===== config.mk =====
export PLATFORM = sky130hd
export DESIGN_NAME = rom_fetch
export DESIGN_NICKNAME = d
export VERILOG_FILES = /design/src/rtl/rom_fetch_pkg.sv /design/src/rtl/rom_fetch_fifo.sv /design/src/rtl/rom_fetch.sv
export SDC_FILE = /design/constraint.sdc
export NUM_CORES = 1
export LEC_CHECK = 0
export ABC_AREA = 1
export CORE_ASPECT_RATIO = 0.8
export CORE_MARGIN = 3
export CORE_UTILIZATION = 54
export CTS_CLUSTER_SIZE = 8
export DETAILED_ROUTE_END_ITERATION = 12
export HOLD_SLACK_MARGIN = 0.08
export PLACE_DENSITY = 0.95
export SLEW_MARGIN = 20
export SYNTH_ARGS = -nofsm -noshare
export SYNTH_HDL_FRONTEND = slang
export SYNTH_SLANG_ARGS = --single-unit

===== constraint.sdc =====
create_clock -name clk -period 4.8 [get_ports clk]
set_clock_uncertainty 0.15 [all_clocks]
set_input_delay 0.72 -clock clk [delete_from_list [all_inputs] [get_ports clk]]
set_output_delay 0.72 -clock clk [all_outputs]
set_load 0.005 [all_outputs]

===== src/rtl/rom_fetch_pkg.sv =====
// -----------------------------------------------------------------------------
// rom_fetch_pkg
// Shared definitions for the rom_fetch word-fetch front end:
//   ROM_ADDR_W / ROM_DATA_W  default widths matching the 256x32 rom256
//   FETCH_DEPTH              default output FIFO depth
//   fetch_entry_t            default FIFO entry {pc, data}
//   ptr_width()              log2 helper used to size FIFO pointers/counts
// -----------------------------------------------------------------------------
package rom_fetch_pkg;

  localparam int ROM_ADDR_W  = 8;
  localparam int ROM_DATA_W  = 32;
  localparam int FETCH_DEPTH = 2;

  typedef struct packed {
    logic [ROM_ADDR_W-1:0] pc;
    logic [ROM_DATA_W-1:0] data;
  } fetch_entry_t;

  // Pointer width for a power-of-two depth; never narrower than one bit.
  function automatic int ptr_width(input int depth);
    return (depth > 1) ? $clog2(depth) : 1;
  endfunction

endpackage


===== src/rtl/rom_fetch_fifo.sv =====
// -----------------------------------------------------------------------------
// rom_fetch_fifo
// Small synchronous FIFO holding fetched {pc, data} entries.
//   clk, resetn   clock, asynchronous active-low reset (resets to empty)
//   flush         synchronous clear; wins over push and pop
//   push, wdata   write wdata at the tail
//   pop           drop the head (ignored when empty)
//   rdata         head entry; all-zero while empty
//   count         number of valid entries (0..DEPTH)
// DEPTH must be a power of two so the pointers wrap by plain overflow.
// -----------------------------------------------------------------------------
module rom_fetch_fifo
  import rom_fetch_pkg::*;
#(
  parameter int  DEPTH   = FETCH_DEPTH,
  parameter type entry_t = fetch_entry_t,
  localparam int PTR_W   = ptr_width(DEPTH),
  localparam int CNT_W   = PTR_W + 1
) (
  input  logic             clk,
  input  logic             resetn,
  input  logic             flush,
  input  logic             push,
  input  logic             pop,
  input  entry_t           wdata,
  output entry_t           rdata,
  output logic [CNT_W-1:0] count
);

  entry_t           mem [DEPTH];
  logic [PTR_W-1:0] wr_ptr;
  logic [PTR_W-1:0] rd_ptr;
  logic             do_pop;

  assign do_pop = pop && (count != '0);

  always_ff @(posedge clk or negedge resetn) begin
    if (!resetn) begin
      wr_ptr <= '0;
      rd_ptr <= '0;
      count  <= '0;
    end else if (flush) begin
      wr_ptr <= '0;
      rd_ptr <= '0;
      count  <= '0;
    end else begin
      if (push)   wr_ptr <= wr_ptr + 1'b1;
      if (do_pop) rd_ptr <= rd_ptr + 1'b1;
      count <= count + CNT_W'(push) - CNT_W'(do_pop);
    end
  end

  // NOTE: the storage array is deliberately not reset; count and the pointers
  // alone decide which entries are meaningful, and the head is masked below.
  always_ff @(posedge clk) begin
    if (push && !flush) mem[wr_ptr] <= wdata;
  end

  // A push into a full FIFO is only legal when the head leaves on the same edge.
  assert property (@(posedge clk) disable iff (!resetn)
    !(push && !flush && !do_pop && (count == CNT_W'(DEPTH))));

  assign rdata = (count != '0) ? mem[rd_ptr] : '0;

endmodule


===== src/rtl/rom_fetch.sv =====
// -----------------------------------------------------------------------------
// rom_fetch
// Sequential word-fetch front end for the 256x32 synchronous rom256. Drives the
// ROM address from a program counter, captures the word one cycle later and
// queues {pc, word} for a valid/ready consumer.
//   clk, resetn        clock, asynchronous active-low reset
//   step               (ROM_FETCH_STEP_EN only) pushbutton; each rising edge
//                      allows exactly one fetch
//   fetch_en           allow new fetches; in-flight data still lands when low
//   redirect_valid/pc  load a new pc and flush everything in flight
//   mem_addr           to rom256 addr (the pc register)
//   mem_rdata          from rom256 rdata, one cycle after the address
//   instr_valid/ready  output handshake
//   instr_data/pc      head word and the address it was read from
// Optional build macro: ROM_FETCH_STEP_EN (adds the step port).
// -----------------------------------------------------------------------------
module rom_fetch
  import rom_fetch_pkg::*;
#(
  parameter int                ADDR_W   = ROM_ADDR_W,
  parameter int                DATA_W   = ROM_DATA_W,
  parameter int                DEPTH    = FETCH_DEPTH,
  parameter logic [ADDR_W-1:0] RESET_PC = '0
) (
  input  logic              clk,
  input  logic              resetn,
`ifdef ROM_FETCH_STEP_EN
  input  logic              step,
`endif
  input  logic              fetch_en,
  input  logic              redirect_valid,
  input  logic [ADDR_W-1:0] redirect_pc,
  output logic [ADDR_W-1:0] mem_addr,
  input  logic [DATA_W-1:0] mem_rdata,
  output logic              instr_valid,
  input  logic              instr_ready,
  output logic [DATA_W-1:0] instr_data,
  output logic [ADDR_W-1:0] instr_pc
);

  localparam int CNT_W = ptr_width(DEPTH) + 1;

  typedef struct packed {
    logic [ADDR_W-1:0] pc;
    logic [DATA_W-1:0] data;
  } entry_t;

  logic [ADDR_W-1:0] pc;
  logic [ADDR_W-1:0] inflight_pc;
  logic              inflight;
  logic [CNT_W-1:0]  fifo_count;
  logic [CNT_W:0]    occupancy;
  logic [CNT_W:0]    limit;
  logic              credit_ok;
  logic              issue_gate;
  logic              issue;
  logic              push;
  logic              pop;
  entry_t            wr_entry;
  entry_t            head;

  assign pop  = instr_valid & instr_ready;
  assign push = inflight & ~redirect_valid;

  // Slots already claimed (queued + in flight) must stay within DEPTH after the
  // edge. The slot freed by this cycle's pop counts as available, which keeps
  // one word per cycle flowing while the consumer is ready.
  assign occupancy = {1'b0, fifo_count} + (CNT_W+1)'(inflight);
  assign limit     = (CNT_W+1)'(DEPTH) + (CNT_W+1)'(pop);
  assign credit_ok = occupancy < limit;

`ifdef ROM_FETCH_STEP_EN
  logic step_q;
  logic step_credit;

  // One credit per rising edge of step, consumed by the issue it enables.
  // A new edge on the consuming cycle re-arms it; it never exceeds one.
  always_ff @(posedge clk or negedge resetn) begin
    if (!resetn) begin
      step_q      <= 1'b0;
      step_credit <= 1'b0;
    end else begin
      step_q      <= step;
      step_credit <= (step_credit & ~issue) | (step & ~step_q);
    end
  end

  assign issue_gate = step_credit;
`else
  assign issue_gate = 1'b1;
`endif

  assign issue = fetch_en & ~redirect_valid & credit_ok & issue_gate;

  // NOTE: all sequential state uses non-blocking assignments so every register
  // sees the pre-edge values of its neighbours, independent of block order.
  always_ff @(posedge clk or negedge resetn) begin
    if (!resetn) begin
      pc          <= RESET_PC;
      inflight    <= 1'b0;
      inflight_pc <= '0;
    end else if (redirect_valid) begin
      pc       <= redirect_pc;
      inflight <= 1'b0;
    end else begin
      inflight <= issue;
      if (issue) begin
        inflight_pc <= pc;
        pc          <= pc + 1'b1;
      end
    end
  end

  assign wr_entry = '{pc: inflight_pc, data: mem_rdata};

  rom_fetch_fifo #(
    .DEPTH   (DEPTH),
    .entry_t (entry_t)
  ) u_fifo (
    .clk    (clk),
    .resetn (resetn),
    .flush  (redirect_valid),
    .push   (push),
    .pop    (pop),
    .wdata  (wr_entry),
    .rdata  (head),
    .count  (fifo_count)
  );

  assign mem_addr    = pc;
  assign instr_valid = (fifo_count != '0);
  assign instr_data  = head.data;
  assign instr_pc    = head.pc;

endmodule

# Word-level counts from Yosys, hierarchy flattened
# Memories as Yosys holds them, arrays and structs flattened.
# Index checks and enable logic that the tools add are counted.
# totals
regBits	21
n_memories	1
out_inout_bits	49
ram_bits	80
wordCells	39
# op_classes
bitwise	5
add_sub_neg	7
n_reduce_logical	8
muxes	11
n_lt_le_gt_ge	1
# memory_table
memory	words	word_bits	read_ports	rd_clocked_by_memory_dff	wr	line	rtl
u_fifo.mem	2	40	1	0	1	rom_fetch_fifo.sv:30	entry_t mem [DEPTH];
# ops
op	count
$mux 40	1
$mux 8	2
$add 8x1->8 const B	1
$reduce_bool 2->1	4
$mux 1	7
$and 1x1->1	4
$add 2x1->3	1
$add 2x1->3 const A	1
$lt 3x3->1	1
$add 1x1->1 const B	2
$add 2x1->2	1
$logic_and 1x1->1	2
$mux 2	1
$reduce_and 2->1	1
$sub 2x1->2	1
$logic_not 1->1	1
$not 1->1	1

# Depth between registers and ports, before layout
# depth
word_depth	7
ltp_mapped	9

# By module
# Synthesis repeated with hierarchy kept, for this count alone.
# unflattened
cells_unflattened	371
hier_area_um2	4504.3
# by_module_without_submodules
mod	seq_area_each_um2	n_inst	area_each_um2	cells_each
rom_fetch_fifo	2502.4	1	3468.3	247
rom_fetch	425.4	1	1036.0	124

# Worst setup path before layout
# OpenSTA, ideal clock, no wires.
# synth_path
path_kind	input -> register
startpoint	input redirect_valid
endpoint	memory u_fifo.mem[1][0] (netlist bit), enable pin
path_stages	4
setup_slack_ns	1.501
n_path_buf	1
t_required_ns	4.213
arrival_time_ns	2.711
setup_time_ns	0.437
cell_sequence	inv_2 buf_2 nand2_1 nor2_1
# synth_via
elab_chain_cells	5
# synth_rtl
item	line	rtl
from (decl)	rom_fetch.sv:31	input logic redirect_valid,
$not 1->1 (no source line)	--	
$and 1x1->1	rom_fetch.sv:63	assign push = inflight & ~redirect_valid;
$logic_and 1x1->1 *	rom_fetch_fifo.sv:56	if (push && !flush) mem[wr_ptr] <= wdata;
$mux 1 *	rom_fetch_fifo.sv:56	
$mux 1 (implied by the code) *	rom_fetch_fifo.sv:56	
to (decl)	rom_fetch_fifo.sv:30	
# Mark *: on every way between the ends. The rest lies on a longest branch, timed or not.

# Worst setup path in the final report
# layout_path
startpoint	register u_fifo.rd_ptr
endpoint	output instr_pc[3]
# layout_via
elab_chain_cells	2
# layout_rtl
item	line	rtl
from (decl)	rom_fetch_fifo.sv:32	logic [PTR_W-1:0] rd_ptr;
from (signal assigned)	rom_fetch_fifo.sv:48	if (do_pop) rd_ptr <= rd_ptr + 1'b1;
$mem_v2 2x40	--	
$mux 40	rom_fetch_fifo.sv:63	assign rdata = (count != '0) ? mem[rd_ptr] : '0;
to (decl)	rom_fetch.sv:38	output logic [ADDR_W-1:0] instr_pc
# No other way between the ends.

==> metrics.sh <==
WL_PER_CELL_MICRONS=16.98
CELLLEAKAGEPOWER_nW=2.024
GROUTE.USAGE.OVERALL_PCT=22.31
SYNTH.LIB_CELLS_USED.DISTINCT=21
SYN-MEAN-INSTANCE-AREA_SQ_UM=11.41
MET1_LENGTH_MICRONS=3757
DR.FIRST_ITER.DRC_COUNT=173
MOSTFREQUENTLAYOUTCELLS='nand2_1, clkdlybuf4s50_1, edfxtp_1, a21oi_1, dfrtp_1'
FMAXACHIEVABLE_GHz=0.3164
DETAILROUTE.VIA_COUNT=2940
SLEW_HEADROOM_PCT=36.17
INITIAL_UTILIZATION_PCT=57.47
REG2REG_SETUP_SLACK_NS=2.46
AREA_DELTA_SYNTH_FINAL_PCT=30.48
CLOCKBUFFERDEPTH=2
FINAL_HPWL_DP_MICRONS=5920
HOLD_PATH_DEPTH=0
ROUTED_WL_MICRONS=9425
CTS_TREE='done'
SYN-CELL-AREA_SQ_UM=4096
CTS-HOLD-FIX-BUFFERS=0
POST_ROUTE_CELLS_DRIVE_ABOVE_1_SHARE_PCT=6.608
COMB_POWER_SHARE_PCT=28.6
NUMPORTBUFFERS=93
CLK_ROOT_BUFFER_CELL='clkbuf_8'
ROUTED.TOP_LAYER='met4'
GPL.FINAL_WEIGHTED_CONGESTION=0.8790
YOSYS_REGISTER_BITS=101
WORST_PATH_LARGEST_CELL_DELAY_NS=0.56
NETLIST_INSTANCES=359
SETUP_TNS_NS=0
FF2FF_PATH_DEPTH=9
DRCVIOLATIONCOUNT=0
R2R_END='u_fifo.count[1]$_DFF_PN0_'
LAYOUT.CELLS.MOST_COMMON='nand2_1'
LAYOUT.NETS=499
CORE.ROWCOUNT=27
CRIT_PATH_TOP_DELAY_CELL='clkdlybuf4s50_1'
POWER_REPORT.INTERNAL_TOTAL_mW=1.672
GRT_MAX_DEGREE=43
IR_WORST_VDD_V=0.0002485
TOP_LEVEL_PORTS=94
CLKTRANSATPATHREGS_NS=0.09
SYNTH_SEQ_AREA_SHARE_PCT=71.47
TIMING.CRITICAL_PATH.CELLS='inv_2, nand2_1, a21oi_1, clkdlybuf4s50_1'
ROUTED_VIA_DENSITY=5.297
GRT_OVERFLOW_TOTAL=0
TIMING.CRITICAL_PATH.REQUIRED_NS=3.93
CRIT_PATH_MAX_FANOUT=40
TIMING.MAX_CAP.VIOLATIONS=0
CTS.REPAIR.RESIZED=0
HOLD_PATH.STARTPOINT='inflight_pc[6]$_DFFE_PN0P_'
NUMBER_OF_ANTENNA_VIOLATIONS_AT_THE_FIRST_CHECK_IN_GLOBAL_ROUTING=0
ANTENNA-DIODE-COUNT=0
CLOCK_SINK_COUNT=101
FINAL.FILL_COUNT=440
RUN_STATUS='complete, no violations'
ANT_NETS=0
FINALHOLDWORSTSLACK_NS=0.3391
GRT_PASS1_WL_MICRONS=14530
RSZ0062_AT_GRT='no'
CTS_INSERTED_BUFFERS=9
DETAIL_ROUTE.FIRST_PASS.ITERATIONS=6
CP_DATA_ARRIVAL_TIME_NS=2.29
SEQ_POWER_SHARE_PCT=47.6
TIMING.FINAL.CRIT_SHARE_PCT=65.85
COUNT_OF_ENDPOINTS_FAILING_HOLD_IN_THE_FINAL_TIMING_REPORT=0
SWITCHING_PART_OF_THE_TOTAL_PCT=30.02
CRITICAL_PATH.STARTPOINT_TYPE='flip-flop'
SETUP_VIOLATIONS_FINAL=0
WORSTREG2REGSTART='u_fifo.count[1]$_DFF_PN0_'
MIN_PERIOD_NS=3.161
GRT_PASS1_VIAS=2917
PLACEABLECOREAREA_SQ_UM=7128
DIE_H_MICRONS=83.90
POWER_SWITCHING_mW=0.7174
POWERDENSITY_nW_PER_UM2=447.1
CLOCK_INSERTION_DELAY_WORST_SKEW_NS=0.36
DIEWIDTH_MICRONS=103.4
SYN-NUM-NETS=409
SETUP_BUFFERS_AFTER_CTS=0
WORST-SETUP-PATH-TYPE='reg -> out'
CTS_MAX_LEVEL=3
DIEAREA_SQ_UM=8673
CLOCK_POWER_SHARE_PCT=23.7
YOSYS_WARNINGS=0
WORST_PIN_SLEW_NS=0.9544
TIMING.CRITICAL_PATH.TO_TYPE='primary output'
HOLDCRITPATHCLASS='reg -> reg'
TIMING.FINAL.MAX_SLEW_VIOLATIONS=0
WL_MET2_MICRONS=4831
WHS_ENDPOINT='u_fifo.mem[0][38]$_DFFE_PP_'
WL_MET3_MICRONS=758
registers in the layout, indices dropped and copies added (netlist names):
name / flops
inflight: 1
u_fifo.mem: 80
u_fifo.count: 2
u_fifo.wr_ptr: 1
mem_addr: 8
inflight_pc: 8
u_fifo.rd_ptr: 1
cell usage after synthesis:
library cell	number	area share, %
buf_6	2	0.55
a21oi_1	41	5.0
o21ai_0	1	0.12
clkbuf_1	9	0.82
nand2_2	2	0.31
ha_1	5	1.5
nand3_2	1	0.24
buf_2	6	0.73
o22ai_1	1	0.15
inv_1	11	1.0
nor2_2	1	0.15
nand3_1	18	2.2
xnor2_1	1	0.21
nor2_1	10	0.92
nand2_1	130	12
xor2_1	3	0.64
inv_2	7	0.64
dfrtp_1	21	13
o21ai_1	8	0.98
edfxtp_1	80	59
a21oi_4	1	0.40
kinds of logic (layout without fill, tap and decap cells):
logic type / after synthesis / count (layout) / share of synthesized area [%]
buffers and inverters: 35 / 130 / 3.757
AOI/OAI and AO/OA: 52 / 52 / 6.659
xor gates and xnor gates: 4 / 4 / 0.8554
adders and majority gates: 5 / 5 / 1.527
DFF: 101 / 101 / 71.47
and+or+nand+nor: 162 / 162 / 15.73
power by group through the flow:
stage	combinational (mW)	sequential, mW	clock, mW
global route	0.755	1.15	0.609
CTS	0.681	1.14	0.571
floorplan	0.342	1.13	0
global placement	0.643	1.14	0
detailed placement	0.669	1.16	0
finish	0.684	1.14	0.568
worst max-delay path: cells and delay by family (launching register included):
kind                   cells  cell delay, ns
buffers and inverters      2            1.06
AND/OR/NAND/NOR            1            0.19
flip-flops                 1            0.41
AO/OA/AOI/OAI              1            0.26
metrics by stage:
| stage | std cells | area (sq um) | worst slack, ns | utilization, % | total power [mW] |
|---|---|---|---|---|---|
| 3_3_place_gp | 537 | 5090 | 1.595 | 71.41 | 1.787 |
| 6_report | 555 | 5345 | 1.639 | 74.99 | 2.390 |
| 3_5_place_dp | 537 | 5090 | 1.546 | 71.41 | 1.825 |
| 5_1_grt | 555 | 5345 | 1.524 | 74.99 | 2.512 |
| 4_1_cts | 553 | 5298 | 1.642 | 74.32 | 2.390 |
| 2_1_floorplan | 359 | 4096 | 1.501 | - | 1.475 |
worst max path at each step:
stage | from | cells past startpoint | to | slack [ns]
after floorplan | redirect_valid | 4 | u_fifo.mem[1][0]$_DFFE_PP_ | 1.50
after global placement | redirect_valid | 4 | u_fifo.mem[1][20]$_DFFE_PP_ | 1.59
after detailed placement | redirect_valid | 4 | u_fifo.mem[1][20]$_DFFE_PP_ | 1.55
after CTS | u_fifo.rd_ptr$_DFFE_PN0P_ | 4 | instr_pc[3] | 1.64
after global routing | u_fifo.rd_ptr$_DFFE_PN0P_ | 4 | instr_pc[3] | 1.52
final | u_fifo.rd_ptr$_DFFE_PN0P_ | 4 | instr_pc[3] | 1.64
final cells by class:
class / count / area (sq um) / share of cell area [%]
flip-flops and latches: 101 / 2928 / 54.78
multi-input cells: 223 / 1030 / 19.27
repair buffers: 96 / 985.9 / 18.45
clock buffers: 12 / 135.1 / 2.528
well taps: 101 / 126.4 / 2.364
clock inverters: 4 / 72.57 / 1.358
inverters: 18 / 67.56 / 1.264
metal layers:
layer / vias up / global-route usage (%)
met5: - / 0
met4: 0 / 5.176
met3: 10 / 7.268
met2: 139 / 38.31
met1: 1395 / 27.09
li1: 1396 / -
No activity file was read; power rests on OpenSTA's default activity.
